### src/rtl/module_teclado_bcd_if.sv
// Keypad/BCD bundle: row sense and column drive towards the keypad, decoded result towards
// the display driver and any consumer of key events.
interface module_teclado_bcd_if;
    logic [3:0] fila_i;
    logic [3:0] columna_o;
    logic [7:0] bcd_o;
    logic [3:0] tecla_o;
    logic       tecla_vld_o;
    logic       enter_o;

    // Scanner side
    modport master (
        input  fila_i,
        output columna_o,
        output bcd_o,
        output tecla_o,
        output tecla_vld_o,
        output enter_o
    );

    // Keypad / consumer side
    modport slave (
        output fila_i,
        input  columna_o,
        input  bcd_o,
        input  tecla_o,
        input  tecla_vld_o,
        input  enter_o
    );
endinterface

### src/rtl/module_teclado_bcd.sv
// 4x4 matrix keypad scanner: column-drive / row-sense (active-low), press and release
// debounce on a slow scan tick, key decode and two-digit packed BCD entry.
module module_teclado_bcd #(
    parameter int unsigned SCAN_TICKS     = 27000,
    parameter int unsigned DEBOUNCE_SCANS = 4
) (
    input  logic                        clk_i,
    input  logic                        rst_i,
    module_teclado_bcd_if.master        bus_io
);

    localparam int unsigned      TickW    = (SCAN_TICKS > 1) ? $clog2(SCAN_TICKS) : 1;
    localparam logic [TickW-1:0] TickLoad = TickW'(SCAN_TICKS - 1);
    localparam int unsigned      CntW     = $clog2(DEBOUNCE_SCANS + 1);
    localparam logic [CntW-1:0]  CntMax   = CntW'(DEBOUNCE_SCANS);
    localparam logic [CntW-1:0]  CntOne   = CntW'(1);

    typedef enum logic [1:0] {StScan, StDebounce, StHeld} state_e;

    logic [3:0]       fila_meta_q, fila_s_q;
    logic [TickW-1:0] tick_cnt_q;
    logic             tick;
    state_e           state_q;
    logic [3:0]       columna_q, pat_q, key_q;
    logic [CntW-1:0]  cnt_q, rel_cnt_q, cnt_inc, rel_inc;
    logic [7:0]       bcd_q;
    logic [3:0]       tecla_q;
    logic             vld_q, enter_q;
    logic             row_hit;
    logic [1:0]       row_idx, col_idx;
    logic [3:0]       kc, acc_code;
    logic             accept;

    // Two-flop synchronizer for the asynchronous row inputs
    always_ff @(posedge clk_i) begin
        if (rst_i) begin
            fila_meta_q <= 4'b1111;
            fila_s_q    <= 4'b1111;
        end else begin
            fila_meta_q <= bus_io.fila_i;
            fila_s_q    <= fila_meta_q;
        end
    end

    // Scan timebase: reloading down-counter, tick on zero
    always_ff @(posedge clk_i) begin
        if (rst_i || tick) tick_cnt_q <= TickLoad;
        else               tick_cnt_q <= tick_cnt_q - 1'b1;
    end

    assign tick    = (tick_cnt_q == '0);
    assign cnt_inc = cnt_q + 1'b1;
    assign rel_inc = rel_cnt_q + 1'b1;

    // Row / column decode; more than one row low is treated as no hit
    always_comb begin
        row_hit = 1'b1;
        row_idx = 2'd0;
        case (fila_s_q)
            4'b1110: row_idx = 2'd0;
            4'b1101: row_idx = 2'd1;
            4'b1011: row_idx = 2'd2;
            4'b0111: row_idx = 2'd3;
            default: row_hit = 1'b0;
        endcase
        col_idx = 2'd0;
        case (columna_q)
            4'b1101: col_idx = 2'd1;
            4'b1011: col_idx = 2'd2;
            4'b0111: col_idx = 2'd3;
            default: col_idx = 2'd0;
        endcase
    end

    // Keymap: '*' -> E, '#' -> F
    always_comb begin
        kc = 4'h0;
        case ({row_idx, col_idx})
            4'h0: kc = 4'h1;  4'h1: kc = 4'h2;  4'h2: kc = 4'h3;  4'h3: kc = 4'hA;
            4'h4: kc = 4'h4;  4'h5: kc = 4'h5;  4'h6: kc = 4'h6;  4'h7: kc = 4'hB;
            4'h8: kc = 4'h7;  4'h9: kc = 4'h8;  4'hA: kc = 4'h9;  4'hB: kc = 4'hC;
            4'hC: kc = 4'hE;  4'hD: kc = 4'h0;  4'hE: kc = 4'hF;  default: kc = 4'hD;
        endcase
    end

    // Key acceptance on a tick; the single-scan case covers DEBOUNCE_SCANS == 1
    always_comb begin
        accept   = 1'b0;
        acc_code = key_q;
        if (tick) begin
            if (state_q == StScan && row_hit && CntMax == CntOne) begin
                accept   = 1'b1;
                acc_code = kc;
            end else if (state_q == StDebounce && fila_s_q == pat_q && cnt_inc == CntMax) begin
                accept = 1'b1;
            end
        end
    end

    // Scan/debounce FSM with registered key-event outputs
    always_ff @(posedge clk_i) begin
        if (rst_i) begin
            state_q   <= StScan;
            columna_q <= 4'b1110;
            pat_q     <= 4'b1111;
            key_q     <= 4'h0;
            cnt_q     <= '0;
            rel_cnt_q <= '0;
            bcd_q     <= 8'h00;
            tecla_q   <= 4'h0;
            vld_q     <= 1'b0;
            enter_q   <= 1'b0;
        end else begin
            vld_q   <= 1'b0;
            enter_q <= 1'b0;
            if (accept) begin
                tecla_q <= acc_code;
                vld_q   <= 1'b1;
                if (acc_code <= 4'h9)      bcd_q   <= {bcd_q[3:0], acc_code};
                else if (acc_code == 4'hE) bcd_q   <= 8'h00;
                else if (acc_code == 4'hF) enter_q <= 1'b1;
            end
            if (tick) begin
                unique case (state_q)
                    StScan: begin
                        if (row_hit) begin
                            pat_q     <= fila_s_q;
                            key_q     <= kc;
                            cnt_q     <= CntOne;
                            rel_cnt_q <= '0;
                            state_q   <= (CntMax == CntOne) ? StHeld : StDebounce;
                        end else begin
                            columna_q <= {columna_q[2:0], columna_q[3]};
                        end
                    end
                    StDebounce: begin
                        if (fila_s_q == pat_q) begin
                            cnt_q <= cnt_inc;
                            if (cnt_inc == CntMax) state_q <= StHeld;
                        end else begin
                            cnt_q   <= '0;
                            state_q <= StScan;
                        end
                    end
                    StHeld: begin
                        // Only all-rows-high counts as released; any low row restarts the count
                        if (fila_s_q == 4'b1111) begin
                            if (rel_inc == CntMax) begin
                                rel_cnt_q <= '0;
                                state_q   <= StScan;
                            end else begin
                                rel_cnt_q <= rel_inc;
                            end
                        end else begin
                            rel_cnt_q <= '0;
                        end
                    end
                    default: state_q <= StScan;
                endcase
            end
        end
    end

    assign bus_io.columna_o   = columna_q;
    assign bus_io.bcd_o       = bcd_q;
    assign bus_io.tecla_o     = tecla_q;
    assign bus_io.tecla_vld_o = vld_q;
    assign bus_io.enter_o     = enter_q;

endmodule

### src/flat_wrapper.sv
// flat-port wrapper written by rule: the top's interface ports become plain ports
module module_teclado_bcd_flat 
#(
    parameter int unsigned SCAN_TICKS     = 27000,
    parameter int unsigned DEBOUNCE_SCANS = 4
)
  (clk_i, rst_i, bus_io_fila_i, bus_io_columna_o, bus_io_bcd_o, bus_io_tecla_o, bus_io_tecla_vld_o, bus_io_enter_o);
  module_teclado_bcd_if bus_io_i ();
  input  logic clk_i;
  input  logic rst_i;
  input wire logic [$bits(bus_io_i.fila_i)-1:0] bus_io_fila_i;
  output wire logic [$bits(bus_io_i.columna_o)-1:0] bus_io_columna_o;
  output wire logic [$bits(bus_io_i.bcd_o)-1:0] bus_io_bcd_o;
  output wire logic [$bits(bus_io_i.tecla_o)-1:0] bus_io_tecla_o;
  output wire logic [$bits(bus_io_i.tecla_vld_o)-1:0] bus_io_tecla_vld_o;
  output wire logic [$bits(bus_io_i.enter_o)-1:0] bus_io_enter_o;
  assign bus_io_i.fila_i = bus_io_fila_i;
  assign bus_io_columna_o = bus_io_i.columna_o;
  assign bus_io_bcd_o = bus_io_i.bcd_o;
  assign bus_io_tecla_o = bus_io_i.tecla_o;
  assign bus_io_tecla_vld_o = bus_io_i.tecla_vld_o;
  assign bus_io_enter_o = bus_io_i.enter_o;
  module_teclado_bcd #(.SCAN_TICKS(SCAN_TICKS), .DEBOUNCE_SCANS(DEBOUNCE_SCANS)) u_core (.clk_i(clk_i), .rst_i(rst_i), .bus_io(bus_io_i));
endmodule
### config.mk
export PLATFORM = sky130hd
export DESIGN_NAME = module_teclado_bcd_flat
export DESIGN_NICKNAME = d
export VERILOG_FILES = /design/src/rtl/module_teclado_bcd_if.sv /design/src/rtl/module_teclado_bcd.sv /design/src/flat_wrapper.sv
export SDC_FILE = /design/constraint.sdc
export NUM_CORES = 1
export LEC_CHECK = 0
export CORE_ASPECT_RATIO = 0.9
export CORE_MARGIN = 5
export CORE_UTILIZATION = 62
export CTS_CLUSTER_SIZE = 10
export DETAILED_ROUTE_END_ITERATION = 8
export HOLD_SLACK_MARGIN = 0.05
export PLACE_DENSITY = 0.85
export RECOVER_POWER = 25
export SETUP_SLACK_MARGIN = 0.4
export SYNTH_ARGS = -nofsm -noshare
export SYNTH_HDL_FRONTEND = slang
export SYNTH_SLANG_ARGS = --single-unit
### constraint.sdc
create_clock -name clk_i -period 6.9 [get_ports clk_i]
set_clock_uncertainty 0.1 [all_clocks]
set_input_delay 1.035 -clock clk_i [delete_from_list [all_inputs] [get_ports clk_i]]
set_output_delay 1.035 -clock clk_i [all_outputs]
set_load 0.1 [all_outputs]
==> qor.yml <==
outcome: "finished clean"
chipWidth_um: 80.6
tritoncts: "yes"
h-tree-depth: 3
powerDensity_nw_per_um2: 206
synthMuxAreaShare_pct: 5.45
end_kind: "register"
synth_common_cells: "dfxtp_1, nand2_1, nor2_1"
synthArstFlopShare_pct: 0
cap_violations: 0
hold_buffers: 0
synth_xor_area_share_pct: 7.43
grt_usage_pct: 20.1
numCtsBuffers: 9
swShare_pct: 21.4
drt_iter0_drc: 191
grt_max_degree: 34
avgSynthCellArea_sq_um: 9.15
slowest_delay_ns: 1.02
cp_slowest_cell: "clkbuf_1"
internal_power_mw: 0.521
power.leakage_nw: 1.15
ys_seq_area_share_pct: 41.0
synthCells: 304
drv_slew: 0
synth-edff-count: 0
die_area_sq_um: 5930
cts-root-buf: "clkbuf_8"
detailed_place_hpwl_um: 3640
fin_setup_tns_ns: 0
io_buffers: 23
synthAdderAreaFrac_pct: 4.50
fin_crit_sh_pct: 55.7
yosys_warnings: 0
ios: 24
ys.flop_type: "dfxtp_1"
final_layout_size_suffix_gt1_share_pct: 10.6
cts_resized: 0
timing.fmax_mhz: 260
synth_seq_cells: 57
clock_path_buffers: 2
clock-sinks: 57
netlist_area_sq_um: 2780
place.gp.congestion: 0.813
insertion_delay_ns: 0.34
clkTransAtPathRegs_ns: 0.06
route.detailed.drc: 0
viasPerCell: 5.68
synth_top_cell_area_share_pct: 41.0
vdd_ir_drop_max_mv: 0.213
synth_top_area_cell: "dfxtp_1"
routedWlPerCell_um: 13.3
crit_family: "buffers and inverters"
seqPwrFrac_pct: 50.9
worstPathBufferInverterCount: 3
cts_setup_buffers: 0
overflow: 0
synth_fp_nets: 320
arrival_ns: 3.95
cp-start-kind: "input pin"
wl_um: 5210
worst_slew_pin_slew_ns: 1.41
path_cells: "dlygate4sd3_1 > clkbuf_1 > clkinv_1 > o311ai_0 > o41ai_1"
rsz0062_at_grt: "no"
post_synth_num_cell_types: 52
synth_compound_area_share_pct: 11.6
hold_violations: 0
yosys-top-cells-area: "dfxtp_1, nand2_1, mux2i_1"
syn2layout_area_growth_pct: 15.6
grt_pass1_wl_um: 9140
vias: 2234
start_util_pct: 63.1
crit_required_ns: 7.00
antenna_found_initial: 0
synth-simple-area-share_pct: 26.1
hold_class: "reg2reg"
final_util_pct: 73.0
min_period_ns: 3.84
cp_max_fo: 33
num-fill-cells: 357
die_y_um: 73.5
grt_pass1_vias: 2081
first_pass_iters: 4
setup_viol: 0
clkPwrFrac_pct: 44.9
rows: 23
setup_ws_ns: 3.06
nets: 342
combPwrFrac_pct: 4.2
switchingPower_mw: 0.142
synth_most_common_cell: "dfxtp_1"
coreArea_sq_um: 4400
slew_headroom_pct: 5.99
ant_nets: 0
synth_top_family_by_area: "simple AND/OR/NAND/NOR gates"
crit_type: "in2reg"
antenna_cells: 0
pre_cts_ws_ns: 3.93
[power by group through the flow]
stage / Sequential (mW) / Combinational (mW) / Clock (mW)
2_1_floorplan: 0.342 / 0.0251 / 0
3_3_place_gp: 0.345 / 0.0274 / 0
3_5_place_dp: 0.345 / 0.0282 / 0
4_1_cts: 0.338 / 0.0284 / 0.305
5_1_grt: 0.338 / 0.0313 / 0.324
6_report: 0.338 / 0.0281 / 0.298
[area by class of cell]
| cell class | count | area [sq um] | area share (%) |
|---|---|---|---|
| multi-input cells | 224 | 1530 | 47.6 |
| well taps | 62 | 77.6 | 2.41 |
| flip-flops and latches | 57 | 1140 | 35.5 |
| clock buffers | 13 | 149 | 4.63 |
| inverters | 9 | 33.8 | 1.05 |
| clock inverters | 3 | 40.0 | 1.25 |
| repair buffers | 25 | 241 | 7.51 |
[cell usage in the layout, fill, tap and decap left out, types with 3 or more instances in the layout]
cell,netlist,routed
a21o_1,3,3
xnor2_2,3,3
nand2_1,38,38
or2_2,9,9
nor2_1,22,22
nand4b_1,5,5
o22ai_1,4,4
nand2b_1,4,4
nor3_1,8,8
mux2i_1,14,14
xnor2_1,11,11
clkdlybuf4s50_1,0,22
inv_1,8,8
clkbuf_1,9,4
a21oi_1,15,15
clkbuf_8,0,10
nand3_1,9,9
o211ai_1,4,4
o21ai_0,9,9
dfxtp_1,57,57
xor2_1,7,7
nor4_1,5,5
nand4_1,7,7
or4_1,3,3
ha_1,10,10
[metrics by stage]
stage	hold WS (ns)	power (mW)	cell area, sq um	std cells
2_1_floorplan	0.289	0.367	2780	304
3_5_place_dp	0.301	0.373	3030	377
6_report	0.311	0.663	3210	393
3_3_place_gp	0.291	0.372	3030	377
4_1_cts	0.315	0.671	3220	393
5_1_grt	0.315	0.693	3210	393
[cells by family after synthesis]
family | count (synthesis)
XOR/XNOR | 21
buffers and inverters | 23
AND/OR/NAND/NOR | 128
flip-flops | 57
multiplexers | 15
adder cells (fa/ha/maj) | 10
AO/OA/AOI/OAI | 50
[layer usage]
metal	global-route usage [%]	share of wire [%]	up-vias
li1	-	-	1132
met1	23.0	45	1047
met2	33.3	48	50
met3	8.46	6.0	5
met4	8.07	1.2	0
met5	0	0	-
[worst paths after layout]
path | from | to | slack, ns | cells past startpoint
setup / recovery | rst_i | u_core.rel_cnt_q[2]$_SDFFE_PP0P_ | 3.06 | 5
hold / removal | u_core.fila_meta_q[0]$_SDFF_PP1_ | u_core.fila_s_q[0]$_SDFF_PP1_ | 0.31 | 1
setup reg to reg | u_core.tick_cnt_q[0]$_SDFF_PP1_ | u_core.pat_q[0]$_SDFFE_PP1P_ | 3.99 | 7
hold reg to reg | u_core.fila_meta_q[0]$_SDFF_PP1_ | u_core.fila_s_q[0]$_SDFF_PP1_ | 0.31 | 1
[worst reg2reg max path, cell delays in order, from the launching register on]
cell and delay (ns):
dfxtp_1 0.34, inv_1 0.07, ha_1 0.25, nor4b_1 0.25
nand4_1 0.36, nor4b_2 1.05, mux2i_1 0.29, nand2_1 0.08
[state kept, by name, summed over array words and instances (netlist names), 4 cells and up]
name                     cells
u_core.bus_io.bcd_o          8
u_core.bus_io.columna_o      4
u_core.acc_code              4
u_core.tick_cnt_q           15
u_core.pat_q                 4
u_core.fila_s_q              4
u_core.fila_meta_q           4
u_core.bus_io.tecla_o        4
Power figures use the tool's default switching activity.
